`config.mk`:
```
export PLATFORM = sky130hd
export DESIGN_NAME = combiner_load_sequencer_flat
export DESIGN_NICKNAME = d
export VERILOG_FILES = /design/src/rtl/lowend_msgpass_pkg.sv /design/src/rtl/combiner_load_sequencer_if.sv /design/src/rtl/combiner_load_sequencer_decoder.sv /design/src/rtl/combiner_load_sequencer.sv /design/src/flat_wrapper.sv
export SDC_FILE = /design/constraint.sdc
export NUM_CORES = 1
export LEC_CHECK = 0
export ABC_AREA = 1
export CORE_UTILIZATION = 30
export DETAILED_ROUTE_END_ITERATION = 16
export PLACE_DENSITY = 0.76
export RECOVER_POWER = 25
export SKIP_LAST_GASP = 1
export SYNTH_ARGS = -nofsm -noshare
export SYNTH_HDL_FRONTEND = slang
export SYNTH_SLANG_ARGS = --single-unit
```
`constraint.sdc`:
```
create_clock -name sys_clk -period 1.4 [get_ports sys_clk]
set_clock_uncertainty 0.1 [all_clocks]
set_input_delay 0.28 -clock sys_clk [delete_from_list [all_inputs] [get_ports sys_clk]]
set_output_delay 0.28 -clock sys_clk [all_outputs]
set_load 0.02 [all_outputs]
```
`src/rtl/lowend_msgpass_pkg.sv`:
```
// Shared definitions for the low-end partial message-passing path:
// sequencer state encodings and lane-count helpers.
package lowend_msgpass_pkg;

  localparam logic [1:0] ST_IDLE = 2'd0;
  localparam logic [1:0] ST_FILL = 2'd1;
  localparam logic [1:0] ST_HOLD = 2'd2;

  // Frame length clipped to the number of physical combiner lanes.
  function automatic int clamp_len(input int len, input int unit_num);
    return (len > unit_num) ? unit_num : len;
  endfunction

  // Smallest index/length width that can still represent unit_num itself.
  function automatic int cnt_width_for(input int unit_num);
    return $clog2(unit_num + 1);
  endfunction

endpackage

```
`src/rtl/combiner_load_sequencer_if.sv`:
```
// Segment stream in, combiner lane strobes and frame handshake out.
// The sequencer side uses the slave modport.
interface combiner_load_sequencer_if #(
  parameter int UNIT_NUM   = 3,
  parameter int UNIT_WIDTH = 4,
  parameter int CNT_WIDTH  = 2
);
  logic                           frame_start_i;
  logic [CNT_WIDTH-1:0]           cfg_len_i;
  logic [UNIT_WIDTH-1:0]          seg_i;
  logic                           seg_valid_i;
  logic                           seg_ready_o;
  logic                           abort_i;
  logic [UNIT_NUM-1:0]            load_en_o;
  logic [UNIT_NUM*UNIT_WIDTH-1:0] port_in_o;
  logic                           comb_valid_o;
  logic                           comb_ready_i;
  logic [CNT_WIDTH-1:0]           comb_len_o;
  logic                           busy_o;

  modport master (
    output frame_start_i, cfg_len_i, seg_i, seg_valid_i, abort_i, comb_ready_i,
    input  seg_ready_o, load_en_o, port_in_o, comb_valid_o, comb_len_o, busy_o
  );

  modport slave (
    input  frame_start_i, cfg_len_i, seg_i, seg_valid_i, abort_i, comb_ready_i,
    output seg_ready_o, load_en_o, port_in_o, comb_valid_o, comb_len_o, busy_o
  );
endinterface

```
`src/rtl/combiner_load_sequencer_decoder.sv`:
```
// Lane index to one-hot lane strobe, all zero when not enabled.
module onehot_lane_decoder #(
  parameter int UNIT_NUM  = 3,
  parameter int CNT_WIDTH = 2
) (
  input  logic [CNT_WIDTH-1:0] idx,
  input  logic                 en,
  output logic [UNIT_NUM-1:0]  onehot
);

  always_comb begin
    onehot = '0;
    for (int i = 0; i < UNIT_NUM; i++) begin
      onehot[i] = en && (idx == CNT_WIDTH'(i));
    end
  end

endmodule

```
`src/rtl/combiner_load_sequencer.sv`:
```
// Fills combiner lanes one segment per cycle in lane order, then holds the
// completed word valid until the downstream consumer acknowledges it.
//
//   state     | meaning
//   ST_IDLE   | no frame; waiting for frame_start_i with nonzero length
//   ST_FILL   | accepting segments, strobing lane idx on each accept
//   ST_HOLD   | combiner holds a complete frame, comb_valid_o asserted
module combiner_load_sequencer
  import lowend_msgpass_pkg::*;
#(
  parameter int UNIT_NUM   = 3,
  parameter int UNIT_WIDTH = 4,
  parameter int CNT_WIDTH  = 2
) (
  input logic                     sys_clk,
  input logic                     rstn,
  combiner_load_sequencer_if.slave bus
);

  logic [1:0]           state;
  logic [CNT_WIDTH-1:0] idx;
  logic [CNT_WIDTH-1:0] len;
  logic [CNT_WIDTH-1:0] len_clamped;
  logic                 accept;
  logic                 start_ok;
  logic                 last_seg;

  assign len_clamped = CNT_WIDTH'(clamp_len(int'(bus.cfg_len_i), UNIT_NUM));
  assign start_ok    = bus.frame_start_i && (bus.cfg_len_i != '0);
  assign last_seg    = (idx == len - CNT_WIDTH'(1));

  // Ready depends only on state and abort, never on seg_valid_i.
  assign bus.seg_ready_o  = (state == ST_FILL) && !bus.abort_i;
  assign accept           = bus.seg_valid_i && bus.seg_ready_o;
  assign bus.port_in_o    = {UNIT_NUM{bus.seg_i}};
  assign bus.comb_valid_o = (state == ST_HOLD);
  assign bus.comb_len_o   = len;
  assign bus.busy_o       = (state != ST_IDLE);

  onehot_lane_decoder #(
    .UNIT_NUM  (UNIT_NUM),
    .CNT_WIDTH (CNT_WIDTH)
  ) u_decoder (
    .idx    (idx),
    .en     (accept),
    .onehot (bus.load_en_o)
  );

  always_ff @(posedge sys_clk) begin
    if (!rstn) begin
      state <= ST_IDLE;
      idx   <= '0;
      len   <= '0;
    end else begin
      case (state)
        ST_IDLE: begin
          if (start_ok) begin
            state <= ST_FILL;
            len   <= len_clamped;
            idx   <= '0;
          end
        end
        ST_FILL: begin
          if (bus.abort_i) begin
            state <= ST_IDLE;
            idx   <= '0;
          end else if (accept) begin
            if (last_seg) begin
              state <= ST_HOLD;
              idx   <= '0;
            end else begin
              idx <= idx + CNT_WIDTH'(1);
            end
          end
        end
        ST_HOLD: begin
          if (bus.abort_i) begin
            state <= ST_IDLE;
            idx   <= '0;
          end else if (bus.comb_ready_i) begin
            // Chained start skips the idle bubble between frames.
            if (start_ok) begin
              state <= ST_FILL;
              len   <= len_clamped;
              idx   <= '0;
            end else begin
              state <= ST_IDLE;
            end
          end
        end
        default: begin
          state <= ST_IDLE;
          idx   <= '0;
        end
      endcase
    end
  end

endmodule

```
`src/flat_wrapper.sv`:
```
// flat-port wrapper written by rule: the top's interface ports become plain ports
module combiner_load_sequencer_flat import lowend_msgpass_pkg::*;
#(
  parameter int UNIT_NUM   = 3,
  parameter int UNIT_WIDTH = 4,
  parameter int CNT_WIDTH  = 2
)
  (sys_clk, rstn, bus_frame_start_i, bus_cfg_len_i, bus_seg_i, bus_seg_valid_i, bus_abort_i, bus_comb_ready_i, bus_seg_ready_o, bus_load_en_o, bus_port_in_o, bus_comb_valid_o, bus_comb_len_o, bus_busy_o);
  combiner_load_sequencer_if #(.UNIT_NUM(UNIT_NUM), .UNIT_WIDTH(UNIT_WIDTH), .CNT_WIDTH(CNT_WIDTH)) bus_i ();
  input logic sys_clk;
  input logic rstn;
  input wire logic [$bits(bus_i.frame_start_i)-1:0] bus_frame_start_i;
  input wire logic [$bits(bus_i.cfg_len_i)-1:0] bus_cfg_len_i;
  input wire logic [$bits(bus_i.seg_i)-1:0] bus_seg_i;
  input wire logic [$bits(bus_i.seg_valid_i)-1:0] bus_seg_valid_i;
  input wire logic [$bits(bus_i.abort_i)-1:0] bus_abort_i;
  input wire logic [$bits(bus_i.comb_ready_i)-1:0] bus_comb_ready_i;
  output wire logic [$bits(bus_i.seg_ready_o)-1:0] bus_seg_ready_o;
  output wire logic [$bits(bus_i.load_en_o)-1:0] bus_load_en_o;
  output wire logic [$bits(bus_i.port_in_o)-1:0] bus_port_in_o;
  output wire logic [$bits(bus_i.comb_valid_o)-1:0] bus_comb_valid_o;
  output wire logic [$bits(bus_i.comb_len_o)-1:0] bus_comb_len_o;
  output wire logic [$bits(bus_i.busy_o)-1:0] bus_busy_o;
  assign bus_i.frame_start_i = bus_frame_start_i;
  assign bus_i.cfg_len_i = bus_cfg_len_i;
  assign bus_i.seg_i = bus_seg_i;
  assign bus_i.seg_valid_i = bus_seg_valid_i;
  assign bus_i.abort_i = bus_abort_i;
  assign bus_i.comb_ready_i = bus_comb_ready_i;
  assign bus_seg_ready_o = bus_i.seg_ready_o;
  assign bus_load_en_o = bus_i.load_en_o;
  assign bus_port_in_o = bus_i.port_in_o;
  assign bus_comb_valid_o = bus_i.comb_valid_o;
  assign bus_comb_len_o = bus_i.comb_len_o;
  assign bus_busy_o = bus_i.busy_o;
  combiner_load_sequencer #(.UNIT_NUM(UNIT_NUM), .UNIT_WIDTH(UNIT_WIDTH), .CNT_WIDTH(CNT_WIDTH)) u_core (.sys_clk(sys_clk), .rstn(rstn), .bus(bus_i));
endmodule
```
==> results by group <==
Power and ir drop
  – Leak: 0.403 nW
  – Power Total: 0.000614 W
  – Worst vdd ir: 500 uV
  – Pwr per Cell Area: 782 mW/mm^2

Yosys
  – Mux cell area share after synthesis: 0
  – Adder-Cell Fraction of Synth Area: 0.0723
  – Yosys reg bits: 6
  – Post-synthesis xor/xnor area fraction: 0
  – Top area cells in the synthesized netlist: dfxtp_1 (23%), buf_4 (17%), nand2_1 (10%)
  – Sequential-to-total area share from yosys stat: 0.231
  – Syn_nets: 98
  – Simple-gate area share of the yosys netlist: 0.308
  – Avg Cell Area, Syn: 6.26 sq um
  – Distinct cells, synth: 15
  – Post-synth top area cell: dfxtp_1
  – Ys Warns: 0
  – Post-Syn Area: 519 sq um
  – Syn Inst Count: 83
  – Share of the synthesized area in the top cell type: 0.231
  – Post-synthesis compound-gate area fraction: 0.106
  – Largest family of logic cells by synthesized area: simple AND/OR/NAND/NOR gates

Global route
  – Total Routing Usage GR: 0.137
  – First-pass GRT wire length: 1.88 mm
  – Largest net degree at the start of global routing: 6
  – Number of global-route vias before repair: 520
  – GR Overflow Total: 0
  – Initial antenna violation count: 0

Route
  – Total wire length: 1.21 mm
  – Initial drt markers: 6
  – Drt via density: 4.50
  – Total number of vias: 544
  – # DRC: 2
  – DRT antenna net count: 0
  – Pre-antenna DRT Iters: 10
  – Routed len/inst: 10.0 microns

Layout
  – # diodes: 0
  – Filler Cell Count: 154
  – Area Overhead vs Synth: 51.3%
  – Final Non-Filler Cells: 121
  – Final #Nets: 122
  – Layout cell share with drive strength beyond 1: 0.467

Worst hold path
  – Hold depth: 0
  – Hold Startpoint: bus_seg_i[0]
  – Worst Hold Endpoint: bus_port_in_o[8]
  – Hold WC Path Type: primary input to primary output

Timing
  – Slew Viols, Final: 0
  – Final setup fails: 3
  – Worst-Margin Slew: 210 ps
  – Period utilization: 1.05
  – RSZ-0062 raised after global routing: yes
  – Worst slew margin: 0.860
  – Final min period: 1470 ps
  – Fin Hold WS: 460 ps
  – Hold Vio Cnt, Final: 0
  – Setup ws final: -72.7 ps
  – Fmax achieved: 0.679 GHz
  – Setup TNS: -201 ps

Worst setup path
  – Crit path max fanout: 3
  – Reg2reg end: u_core.state[1]
  – CP Launch Type: primary input
  – Critical path startpoint: bus_seg_valid_i
  – CP endpoint kind: primary output
  – Crit Path Category: primary input to primary output
  – Register-to-register setup slack: 30 ps
  – Crit path DAT: 1090 ps
  – Critical Path RT: 1020 ps
  – Reg-to-Reg Start: u_core.state[0]
  – Reg2Reg Depth: 12

Clock tree
  – Num CTS Buffers: 3
  – CTS tree: done
  – Skew-Pair Late Insertion Delay: 250 ps
  – Max clock buf depth: 2
  – Clk root buf: clkbuf_4
  – Clock sink count: 6
  – Htree depth: 1

Die
  – Die Height: 43.6 microns
  – Starting Density: 0.333
  – # IOs: 32
  – Die width: 43.6 microns
  – DIE AREA: 0.00190 sq mm
  – Core area: 0.00156 sq mm
  – Placement row count: 14

Run
  – Max-cap violations: 0

Place
  – Inst Count DP: 117
  – DP HPWL: 927 microns
  – # port buffers: 15
  – RD Place Congestion: 0.782

Run status
  – Status: finished with violations
  – Failing checks: DRC, setup timing
worst max-delay path by stage:
stage	cells after the start	endpoint	slack [ps]
6_report	4	bus_load_en_o[1]	-70
5_1_grt	6	bus_load_en_o[2]	-160
4_1_cts	6	bus_load_en_o[0]	-110
3_5_place_dp	6	bus_load_en_o[0]	-720
3_3_place_gp	6	bus_load_en_o[2]	-690
2_1_floorplan	5	bus_load_en_o[0]	-4
synth_stat cells:
| master | n |
|---|---|
| nand2_2 | 2 |
| o21ai_0 | 1 |
| dfxtp_1 | 6 |
| ha_1 | 3 |
| nor2_2 | 1 |
| nor2_4 | 1 |
| nor2_1 | 12 |
| nand2_1 | 14 |
| nand3b_1 | 1 |
| inv_2 | 6 |
| buf_4 | 12 |
| o21ai_1 | 3 |
| a21oi_1 | 7 |
| inv_1 | 9 |
| nand3_1 | 5 |
critical path, cell delays in order:
cell and delay [ps]:
clkdlybuf4s50_1 500, nand2_2 80, nor2_1 100, buf_4 140
layout make-up:
cell class | instances | area [sq um] | share of cell area
multi-input cells | 50 | 295 | 0.376
repair buffers | 31 | 264 | 0.336
flip-flops and latches | 6 | 125 | 0.159
inverters | 15 | 58.8 | 0.0748
clock buffers | 3 | 22.5 | 0.0287
well taps | 16 | 20.0 | 0.0255
timing repair:
action | 4_1_cts | 5_1_grt
resized for setup | 39 | 15
hold buffers | 0 | 0
setup buffers | 2 | 0
setup endpoints to repair | 12 | 11
pin swaps | 1 | 8
metrics by stage:
stage	instance area (sq um)	utilization	setup slack (ps)
floorplan	519	-	-4.24
global placement	712	0.457	-689
detailed placement	712	0.457	-724
CTS	743	0.477	-106
global route	786	0.504	-158
finish	786	0.504	-72.7
registers in the layout (all words and copies together) (netlist names):
name and count:
u_core.bus.comb_len_o 2, u_core.idx 2, u_core.state 2
layout by cell type (no fill, tap or decap), drive strengths merged:
master         count
buf               22
nand2             16
inv               15
nor2              14
a21oi              7
clkdlybuf4s50      6
dfxtp              6
nand3              5
o21ai              4
ha                 3
clkbuf             3
dlygate4sd2        3
nand3b             1
power breakdown:
group	internal (W)	leakage [nW]	switching [W]	total [W]
sequential	0.000189	0.0509	0.0000110	0.000200
clock	0.0000970	0.0138	0.0000624	0.000159
combinational	0.000123	0.338	0.000133	0.000255
total	0.000408	0.403	0.000206	0.000614
cell families (layout without fill, tap and decap cells):
| logic type | Yosys count | in the layout |
|---|---|---|
| adder cells (fa/ha/maj) | 3 | 3 |
| AO/OA/AOI/OAI | 11 | 11 |
| AND/OR/NAND/NOR | 36 | 36 |
| buffers and inverters | 27 | 49 |
| flip-flops | 6 | 6 |
per-layer routing:
layer  wire length [microns]  track usage
met1                     502        0.125
met2                     636        0.248
met3                      74       0.0833
met4                       0       0.0438
met5                       0            0
No activity file was read; power rests on OpenSTA's default activity.
